==> config.mk <==
export PLATFORM = sky130hd
export DESIGN_NAME = div_unit_flat
export DESIGN_NICKNAME = d
export VERILOG_FILES = /design/src/rtl/div_if.sv /design/src/rtl/div_unit.sv /design/src/flat_wrapper.sv
export SDC_FILE = /design/constraint.sdc
export NUM_CORES = 1
export LEC_CHECK = 0
export ABC_AREA = 1
export ABC_CLOCK_PERIOD_IN_PS = 9000
export BUFFER_PORTS_ARGS = -buffer_cell sky130_fd_sc_hd__buf_4
export CORE_MARGIN = 2
export CORE_UTILIZATION = 45
export DETAILED_ROUTE_END_ITERATION = 7
export GPL_ROUTABILITY_DRIVEN = 0
export MAX_ROUTING_LAYER = met4
export SLEW_MARGIN = 20
export SYNTH_ARGS = -nofsm -noshare
export SYNTH_HDL_FRONTEND = slang
export SYNTH_SLANG_ARGS = --single-unit
==> constraint.sdc <==
create_clock -name clk -period 9 [get_ports clk]
set_input_delay 0 -clock clk [delete_from_list [all_inputs] [get_ports clk]]
set_output_delay 0 -clock clk [all_outputs]
set_load 0.01 [all_outputs]
==> src/rtl/div_if.sv <==
// div_if: divider request/result bundle between the EX stage and div_unit
// master (EX stage): drives start, hassign, a, b, flush; receives stall, valid, results
// slave  (div_unit): receives the request, drives stall, valid, quotient, remainder, div_by_zero
interface div_if #(
    parameter int WIDTH = 32
);
    logic             start;
    logic             hassign;
    logic [WIDTH-1:0] a;
    logic [WIDTH-1:0] b;
    logic             flush;
    logic             stall;
    logic             valid;
    logic [WIDTH-1:0] quotient;
    logic [WIDTH-1:0] remainder;
    logic             div_by_zero;

    modport master (
        output start, hassign, a, b, flush,
        input  stall, valid, quotient, remainder, div_by_zero
    );

    modport slave (
        input  start, hassign, a, b, flush,
        output stall, valid, quotient, remainder, div_by_zero
    );
endinterface

==> src/rtl/div_unit.sv <==
// div_unit: iterative radix-2 restoring divider for DIV/DIVU, remainder to HI, quotient to LO
// clk, rst_n (async, active low)
// bus.start/hassign/a/b/flush in; bus.stall (combinational), bus.valid (one-cycle pulse),
// bus.quotient, bus.remainder, bus.div_by_zero out (held until the next completed divide)
module div_unit #(
    parameter int WIDTH = 32,
    parameter int CNT_W = 5
) (
    input logic  clk,
    input logic  rst_n,
    div_if.slave bus
);
    typedef enum logic [1:0] {IDLE, BUSY, DONE} state_t;

    state_t             state_q, state_d;
    logic [CNT_W-1:0]   cnt;
    logic [WIDTH-1:0]   quo;
    logic [WIDTH-1:0]   rem;
    logic [WIDTH-1:0]   dvs;
    logic               q_neg, r_neg;
    logic [WIDTH-1:0]   quotient, remainder;
    logic               div_by_zero;
    logic               stall;
    logic               go, b_zero, last;
    logic [WIDTH-1:0]   abs_a, abs_b;
    logic [WIDTH:0]     trial;
    logic               ge;
    logic [WIDTH-1:0]   nxt_quo, nxt_rem;

    assign go     = bus.start && !bus.flush;
    assign b_zero = bus.b == '0;
    assign last   = cnt == CNT_W'(WIDTH - 1);
    assign abs_a  = (bus.hassign && bus.a[WIDTH-1]) ? -bus.a : bus.a;
    assign abs_b  = (bus.hassign && bus.b[WIDTH-1]) ? -bus.b : bus.b;

    // quo holds the unconsumed dividend bits on the left and shifts quotient bits in on the right
    assign trial   = {rem, quo[WIDTH-1]} - {1'b0, dvs};
    assign ge      = !trial[WIDTH];
    assign nxt_rem = ge ? trial[WIDTH-1:0] : {rem[WIDTH-2:0], quo[WIDTH-1]};
    assign nxt_quo = {quo[WIDTH-2:0], ge};

    always_ff @(posedge clk or negedge rst_n) begin
        if (!rst_n) state_q <= IDLE;
        else        state_q <= state_d;
    end

    always_comb begin
        state_d = state_q;
        stall   = 1'b0;
        case (state_q)
            IDLE: begin
                stall   = go;
                state_d = go ? (b_zero ? DONE : BUSY) : IDLE;
            end
            BUSY: begin
                stall   = 1'b1;
                state_d = bus.flush ? IDLE : (last ? DONE : BUSY);
            end
            default: state_d = IDLE;
        endcase
    end

    always_ff @(posedge clk or negedge rst_n) begin
        if (!rst_n) begin
            cnt         <= '0;
            quo         <= '0;
            rem         <= '0;
            dvs         <= '0;
            q_neg       <= 1'b0;
            r_neg       <= 1'b0;
            quotient    <= '0;
            remainder   <= '0;
            div_by_zero <= 1'b0;
        end else if (state_q == IDLE && go) begin
            if (b_zero) begin
                quotient    <= '1;
                remainder   <= bus.a;
                div_by_zero <= 1'b1;
            end else begin
                cnt   <= '0;
                quo   <= abs_a;
                rem   <= '0;
                dvs   <= abs_b;
                q_neg <= bus.hassign && (bus.a[WIDTH-1] ^ bus.b[WIDTH-1]);
                r_neg <= bus.hassign && bus.a[WIDTH-1];
            end
        end else if (state_q == BUSY && !bus.flush) begin
            cnt <= cnt + 1'b1;
            quo <= nxt_quo;
            rem <= nxt_rem;
            if (last) begin
                quotient    <= q_neg ? -nxt_quo : nxt_quo;
                remainder   <= r_neg ? -nxt_rem : nxt_rem;
                div_by_zero <= 1'b0;
            end
        end
    end

    assign bus.stall       = stall;
    assign bus.valid       = state_q == DONE && !bus.flush;
    assign bus.quotient    = quotient;
    assign bus.remainder   = remainder;
    assign bus.div_by_zero = div_by_zero;
endmodule

==> src/flat_wrapper.sv <==
// flat-port wrapper written by rule: the top's interface ports become plain ports
module div_unit_flat 
#(
    parameter int WIDTH = 32,
    parameter int CNT_W = 5
)
  (clk, rst_n, bus_start, bus_hassign, bus_a, bus_b, bus_flush, bus_stall, bus_valid, bus_quotient, bus_remainder, bus_div_by_zero);
  div_if #(.WIDTH(WIDTH)) bus_i ();
  input logic clk;
  input logic rst_n;
  input wire logic [$bits(bus_i.start)-1:0] bus_start;
  input wire logic [$bits(bus_i.hassign)-1:0] bus_hassign;
  input wire logic [$bits(bus_i.a)-1:0] bus_a;
  input wire logic [$bits(bus_i.b)-1:0] bus_b;
  input wire logic [$bits(bus_i.flush)-1:0] bus_flush;
  output wire logic [$bits(bus_i.stall)-1:0] bus_stall;
  output wire logic [$bits(bus_i.valid)-1:0] bus_valid;
  output wire logic [$bits(bus_i.quotient)-1:0] bus_quotient;
  output wire logic [$bits(bus_i.remainder)-1:0] bus_remainder;
  output wire logic [$bits(bus_i.div_by_zero)-1:0] bus_div_by_zero;
  assign bus_i.start = bus_start;
  assign bus_i.hassign = bus_hassign;
  assign bus_i.a = bus_a;
  assign bus_i.b = bus_b;
  assign bus_i.flush = bus_flush;
  assign bus_stall = bus_i.stall;
  assign bus_valid = bus_i.valid;
  assign bus_quotient = bus_i.quotient;
  assign bus_remainder = bus_i.remainder;
  assign bus_div_by_zero = bus_i.div_by_zero;
  div_unit #(.WIDTH(WIDTH), .CNT_W(CNT_W)) u_core (.clk(clk), .rst_n(rst_n), .bus(bus_i));
endmodule
==> summary.md, run 1 <==
| Metric | Value |
|---|---|
| Outcome | `complete, no violations` |
| Die Wd | `177 um` |
| H-tree Lvls | `4` |
| Placed Area | `14,700 um2` |
| Util after Layout | `53.8%` |
| Syn_nets | `2,220` |
| Ys Warns | `0` |
| Num CTS Buffers | `17` |
| Synthesized area | `13,400 um2` |
| Max-Cap Viols | `0` |
| TritonCTS clock tree | `yes` |
| Iter 0 DRT Violations | `1,117` |
| Crit Path Class | `register to register` |
| Buffers on Ports | `135` |
| Final period util | `48.4%` |
| Clock buffer depth | `2` |
| Final WL | `44,100 um` |
| Skew final | `0.0160 ns` |
| Synth-to-Final Area Change | `18.4%` |
| Startpoint types | `register` |
| Slew Viols, Final | `0` |
| Fmax | `229 MHz` |
| Overflow after GRT | `0` |
| Drt first pass iters | `8` |
| Routed Antenna Nets | `0` |
| Area share of the largest cell type after synthesis | `31.7%` |
| Share of flip-flops with an asynchronous set or reset | `100%` |
| Die area | `31,200 um2` |
| RSZ-0062 raised after global routing | `no` |
| Avg Synthesized Cell Area | `6.35 um2` |
| Worst hold margin | `0.00733 ns` |
| Initial antenna violation count | `0` |
| Number of flops mapped to enable cells by yosys | `0` |
| CTS sink cnt | `170` |
| Fill cells | `3,067` |
| Core Region | `29,500 um2` |
| First-pass GRT wire length | `70,500 um` |
| Final hold violation count | `0` |
| Vias per cell | `5.31` |
| GR Util All Layers | `29.8%` |
| Ports | `136` |
| Sequential area share after synthesis | `31.7%` |
| N_diodes | `0` |
| CP endpoint kind | `register` |
| Pwr Total | `5.26 mW` |
| Nets | `2,376` |
| Root Buffer | `clkbuf_16` |
| Slew @ Worst Pin | `1.11 ns` |
| Clock transition at path regs | `0.08 ns` |
| Pin count of the biggest net entering global routing | `100` |
| Initial Util | `45.5%` |
| Synth cell types | `50` |
| Most frequent cells after synthesis | `675 x nand2_1, 299 x inv_1, 204 x nor2_1` |
| Lkg Pwr | `8.49 nW` |
| Ratio of cells with drive above 1 in the final layout | `11.1%` |
| Most numerous cell in the Yosys netlist | `nand2_1` |
| Vias in the first global route | `13,311` |
| Min-delay worst type | `input port to register` |
| CP Data Required Time | `9.34 ns` |
| Via count | `14,174` |
| Peak supply drop | `0.000234 V` |
| FF+latch count, synth | `170` |
| Clk_lat worst skew | `0.44 ns` |
| FP Rows | `63` |
| Synth area leaders | `dfrtp_1 32%, nand2_1 19%, inv_1 8.4%` |
| CP arrival | `4.69 ns` |
| Tmin final | `4.36 ns` |
| Cell count after synthesis | `2,112` |
| Ys flop type | `dfrtp_1` |
| Dominant cell type by area after synthesis | `dfrtp_1` |
| Slew HR | `26.0%` |
| Post-CTS Setup Repair Bufs | `0` |
| DR DRC count | `0` |
| Per-cell routed wire length | `16.5 um` |
| CP max FO | `35` |
| Post-DP HPWL | `33,200 um` |
| Die Ht | `177 um` |
| Setup TNS | `0 ns` |
| Setup Viol. Count Final | `0` |
| Final Instance Area | `15,900 um2` |
| PwrDens | `331 nW/um2` |
-- area by class of cell --
type / count / area (um2) / share of cell area, %
clock buffer: 18 / 429 / 2.70
clock inverter: 13 / 139 / 0.875
inverter: 317 / 1190 / 7.50
multi-input combinational: 1555 / 7660 / 48.2
sequential: 170 / 4250 / 26.8
tap: 390 / 488 / 3.07
timing repair buffer: 207 / 1720 / 10.8
-- final timing paths --
kind	start	end	slack, ns	depth (start not counted)
setup / recovery	u_core.quo[31]	u_core.bus.quotient[26]	4.64	27
hold / removal	bus_a[9]	u_core.quo[9]	0.007	5
hold reg to reg	u_core.bus.quotient[25]	u_core.bus.quotient[25]	0.48	2
min in group asynchronous	rst_n	u_core.dvs[14]	0.06	2
setup reg to reg	u_core.quo[31]	u_core.bus.quotient[26]	4.64	27
max in group asynchronous	rst_n	u_core.dvs[11]	6.89	4
-- logic make-up (layout without fill, tap and decap cells) --
logic type                 Yosys count  count (layout)  share of synthesized area [%]
and+or+nand+nor                   1148            1148                           36.3
xor gates and xnor gates            56              56                           3.66
AOI/OAI and AO/OA                  312             312                           13.4
adders and majority gates           39              39                           3.70
buffers and inverters              387             555                           11.3
DFF                                170             170                           31.7
-- flip-flops by register name (all words and copies together) (netlist names) --
register,cells
u_core.dvs,32
u_core.q_neg,1
u_core.r_neg,1
u_core.bus.quotient,32
u_core.state_q,2
u_core.quo,32
u_core.cnt,5
u_core.rem,32
u_core.bus.div_by_zero,1
u_core.bus.remainder,32
-- cell usage in the layout, fill, tap and decap left out, types with 38 or more instances in the layout --
cell type	instances
a21oi_1	79
buf_4	143
dfrtp_1	170
dlygate4sd3_1	63
ha_1	38
inv_1	297
nand2_1	675
nand3_1	148
nor2_1	201
o21ai_0	131
xor2_1	41
-- timing repair --
action / CTS / global route
resized for setup: 0 / 0
setup endpoints to repair: 0 / 0
endpoints found under the hold margin: 127 / 0
hold buffers: 63 / 0
-- worst max-delay path, stage by stage, from the launching register on --
cell and delay, ns:
dfrtp_1 0.36, inv_1 0.09, ha_1 0.15, inv_1 0.07, fa_1 0.40, nand2_1 0.08
nand2_1 0.08, nand3_1 0.11, nand2_2 0.10, nand2_2 0.09, nand2_4 0.06, nand2_4 0.09
nand3_4 0.14, nand2_8 0.27, ha_1 0.21, inv_1 0.05, nor3_1 0.25, nand3_1 0.22
nor4_1 0.32, nand2_1 0.09, inv_1 0.15, nand2_1 0.12, nor2_1 0.16, nor2_1 0.08
a21oi_1 0.19, o21ai_0 0.10, a21oi_1 0.16, nor2_1 0.05
-- routing by layer --
layer	track usage [%]	routed length [um]
met5	-	0
met4	9.78	1280
met3	4.54	2550
met2	45.0	19600
met1	41.0	20600
-- power by group --
part / internal [mW] / switching, mW
Clock: 0.389 / 0.352
Combinational: 1.05 / 2.43
Sequential: 0.907 / 0.135
-- through the flow --
stage	setup slack (ns)	instances
2_1_floorplan	5.32	2112
3_3_place_gp	4.78	2576
3_5_place_dp	4.70	2576
4_1_cts	4.69	2670
5_1_grt	4.16	2670
6_report	4.64	2670
Power figures use the tool's default switching activity.
==> run 2: changes to the inputs <==
--- a/config.mk
+++ b/config.mk
@@ -5,14 +5,15 @@
 export SDC_FILE = /design/constraint.sdc
 export NUM_CORES = 1
 export LEC_CHECK = 0
-export ABC_AREA = 1
-export ABC_CLOCK_PERIOD_IN_PS = 9000
+export ABC_AREA = 0
+export ABC_CLOCK_PERIOD_IN_PS = 3700
 export BUFFER_PORTS_ARGS = -buffer_cell sky130_fd_sc_hd__buf_4
 export CORE_MARGIN = 2
 export CORE_UTILIZATION = 45
 export DETAILED_ROUTE_END_ITERATION = 7
 export GPL_ROUTABILITY_DRIVEN = 0
 export MAX_ROUTING_LAYER = met4
+export PLACE_DENSITY = 0.66
 export SLEW_MARGIN = 20
 export SYNTH_ARGS = -nofsm -noshare
 export SYNTH_HDL_FRONTEND = slang
==> constraint.sdc (replaced) <==
create_clock -name clk -period 3.7 [get_ports clk]
set_input_delay 0 -clock clk [delete_from_list [all_inputs] [get_ports clk]]
set_output_delay 0 -clock clk [all_outputs]
set_load 0.01 [all_outputs]
==> run 2 against run 1 <==
The flow now finishes with violations (setup timing). Clock-buffer cell count shrank 1. Setup slack lost 5.5 ns. Via count shrank 6.1%. Global-route usage shrank 0.054 points. Synthesized area shrank 7.7%. Maximum frequency shrank 4.5%. Wire length shrank 3.2%. Critical endpoint is now u_core.bus.remainder[28]. Highest routed layer unchanged.
==> summary.md, run 2 <==
| Metric | Value |
|---|---|
| Outcome | `finished with violations` |
| Core Region | `27,000 um2 (-8.6%)` |
| Drt first pass iters | `5 (-3)` |
| Post-DP HPWL | `30,600 um (-7.7%)` |
| Sw Pwr | `7.67 mW (+160%)` |
| Min-delay worst type | `input port to register` |
| H-tree Lvls | `4 (unchanged)` |
| Clock network power share | `11.2% (-2.9 points)` |
| Ratio of cells with drive above 1 in the final layout | `29.3% (+18 points)` |
| CP arrival | `4.86 ns (+0.17 ns)` |
| Dominant cell type by area after synthesis | `dfrtp_1` |
| Routed Antenna Nets | `0 (unchanged)` |
| Final Instance Area | `17,600 um2 (+11%)` |
| Share of flip-flops with an asynchronous set or reset | `100% (unchanged)` |
| Internal Power | `8.83 mW (+280%)` |
| Clk_lat worst skew | `0.45 ns (about the same)` |
| Lkg Pwr | `8.02 nW (-5.6%)` |
| CP Data Required Time | `4.00 ns (-5.34 ns)` |
| Failing checks | `setup timing` |
| Startpoint types | `register` |
| Synth area leaders | `dfrtp_1 34%, a21oi_1 7.5%, o21ai_0 7.3%` |
| Ys flop type | `dfrtp_1` |
| Peak supply drop | `0.000577 V (+150%)` |
| Fmax | `219 MHz (-4.5%)` |
| Seq pwr share | `16.0% (-3.8 points)` |
| Most frequent cells after synthesis | `185 x a21oi_1, 180 x o21ai_0, 170 x dfrtp_1` |
| Most frequent cells in the layout | `393 x buf_4, 169 x a21oi_1, 169 x dfrtp_1, 159 x nand2_1, 158 x o21ai_0` |
| Die Ht | `170 um (-3.8%)` |
| Synth-to-Final Area Change | `42.3%` |
| Switching fraction of total power | `46.5% (-8.9 points)` |
| Critical path launch point | `u_core.quo[31]` |
| Skew final | `0.0129 ns (-0.00305 ns)` |
| CP endpoint kind | `register` |
| Commonest non-fill, non-tap cell in the layout | `buf_4` |
| Via count | `13,312 (-6.1%)` |
| Pwr Total | `16.5 mW (+210%)` |
| Overflow after GRT | `0 (unchanged)` |
| DR DRC count | `0 (unchanged)` |
| RSZ-0062 raised after global routing | `yes` |
| Sequential area share after synthesis | `34.4% (+2.7 points)` |
| Combinational share of power | `72.8% (+6.7 points)` |
| FF+latch count, synth | `170 (unchanged)` |
| Nets | `2,069 (-13%)` |
| Worst hold margin | `0.00782 ns (+0.000496 ns)` |
| Final period util | `123% (+75 points)` |
| Setup Viol. Count Final | `23 (+23)` |
| Placed Area | `15,500 um2 (+5.5%)` |
| Iter 0 DRT Violations | `1,101 (-1.4%)` |
| Number of flops mapped to enable cells by yosys | `0 (unchanged)` |
| Initial Util | `45.9% (+0.43 points)` |
| Synth cell types | `77 (+54%)` |
| PwrDens | `937 nW/um2 (+180%)` |
| Per-cell routed wire length | `18.4 um (+12%)` |
| Crit Path Class | `register to register` |
| Synthesized area | `12,400 um2 (-7.7%)` |
| Num CTS Buffers | `17 (unchanged)` |
| Slew Viols, Final | `0 (unchanged)` |
| Clock transition at path regs | `0.08 ns (about the same)` |
| Cell count after synthesis | `1,555 (-26%)` |
| Most numerous cell in the Yosys netlist | `a21oi_1` |
| Avg Synthesized Cell Area | `7.96 um2 (+25%)` |
| Ports | `136 (unchanged)` |
| Final WL | `42,600 um (-3.2%)` |
| Syn_nets | `1,663 (-25%)` |
| GR Util All Layers | `29.7% (-0.054 points)` |
| Die Wd | `170 um (-3.8%)` |
| Hold Crit Start | `bus_a[19]` |
| CP max FO | `4 (-89%)` |
| TritonCTS clock tree | `yes` |
| N_diodes | `0 (unchanged)` |
| Tmin final | `4.56 ns (+0.205 ns)` |
| Slew @ Worst Pin | `0.906 ns (-0.203 ns)` |
| Buffers on Ports | `135 (unchanged)` |
| FP Rows | `60 (-4.8%)` |
| Root Buffer | `clkbuf_16` |
| Area share of the largest cell type after synthesis | `34.4% (+2.7 points)` |
| Vias per cell | `5.75 (+8.3%)` |
| Ys Warns | `0 (unchanged)` |
| First-pass GRT wire length | `66,100 um (-6.3%)` |
| Slew HR | `39.6% (+14 points)` |
| CTS sink cnt | `170 (unchanged)` |
| Max-Cap Viols | `0 (unchanged)` |
| Pin count of the biggest net entering global routing | `110 (+10%)` |
| Clock buffer depth | `2 (unchanged)` |
| Worst setup margin | `-0.863 ns (-5.50 ns)` |
| Worst R2R Start | `u_core.quo[31]` |
| Initial antenna violation count | `0 (unchanged)` |
| Vias in the first global route | `12,612 (-5.3%)` |
| Die area | `28,800 um2 (-7.5%)` |
| Final hold violation count | `0 (unchanged)` |
==> run 2: cell count changes after synthesis, sizes merged, moves of 16 or more <==
| cell | delta |
|---|---|
| nand2 | -536 |
| inv | -261 |
| a21oi | +103 |
| nand3 | -100 |
| nor2 | -72 |
| xnor2 | +52 |
| o21ai | +37 |
| xor2 | +28 |
| mux2i | +26 |
| or3 | +18 |
| and2 | +16 |
==> run 2: stage by stage <==
step	setup WS, ns	util, %	TNS [ns]	instances
6_report	-0.863	65.3	-12.43	2315
5_1_grt	-1.11	65.3	-18.00	2315
4_1_cts	-0.825	63.6	-11.01	2300
2_1_floorplan	-1.13	-	-14.31	1555
3_3_place_gp	-0.989	57.5	-15.81	2194
3_5_place_dp	-1.07	57.5	-18.59	2194
==> run 2: final timing paths <==
check | to | slack [ns] | cells after the start
max reg2reg | u_core.bus.remainder[28] | -0.86 | 22
min reg2reg | u_core.bus.div_by_zero | 0.50 | 1
max in group asynchronous | u_core.rem[6] | 2.58 | 3
max | u_core.bus.remainder[28] | -0.86 | 22
min | u_core.bus.remainder[19] | 0.008 | 4
min in group asynchronous | u_core.bus.quotient[4] | 0.24 | 2
==> run 2: what timing repair did <==
item                                   4_1_cts  5_1_grt
hold buffers                                59        0
endpoints found under the hold margin      166        0
gates cloned                                 0        2
setup endpoints to repair                   44      116
gates resized for setup                     81       71
pin swaps                                   38       45
setup buffers                               15       16
==> run 2: cell families (layout without fill, tap and decap cells) <==
logic type                 Yosys count  in the layout  share of synthesized area (%)
AOI/OAI and AO/OA                  499            499                           23.7
xor gates and xnor gates           136            136                           9.63
adders and majority gates           39             39                           4.00
buffers and inverters              148            567                           4.85
DFF                                170            170                           34.4
muxes                               31             31                           2.59
and+or+nand+nor                    532            532                           20.8
==> run 2: area by class of cell <==
cell class / instances / area [um2]
multi-input cells: 1237 / 8140
repair buffers: 480 / 3980
inverters: 55 / 209
well taps: 341 / 427
clock inverters: 15 / 173
flip-flops and latches: 170 / 4260
clock buffers: 17 / 425
fillers: 2228 / 9340
==> run 2: critical path: stages, from the launching register on <==
cell and delay, ns:
dfrtp_1 0.39, inv_2 0.08, ha_4 0.13, inv_2 0.04
fa_2 0.36, a211oi_2 0.24, o211ai_2 0.14, a21oi_2 0.20
a2111o_1 0.22, mux2_4 0.33, nor2_4 0.11, inv_4 0.07
buf_12 0.14, mux2i_4 0.17, ha_2 0.22, inv_2 0.05
or4_4 0.52, a211oi_2 0.19, a41o_1 0.21, nand4_1 0.16
o21ai_1 0.18, xnor2_1 0.15, o22ai_1 0.10
==> run 2: power by group through the flow <==
stage	registers, mW	clock network [mW]	logic (mW)
after CTS	2.62	1.85	10.8
after detailed placement	2.63	0	9.73
final	2.64	1.85	12.0
after global placement	2.61	0	9.57
after floorplan	2.58	0	5.62
after global routing	2.69	1.92	12.9
==> run 2: per-layer routing <==
metal | global-route usage, % | wire, um | vias to the layer above
li1 | - | - | 6375
met3 | 3.44 | 2420 | 115
met5 | - | 0 | -
met2 | 49.3 | 20200 | 512
met1 | 38.4 | 18600 | 6310
met4 | 8.99 | 1450 | 0
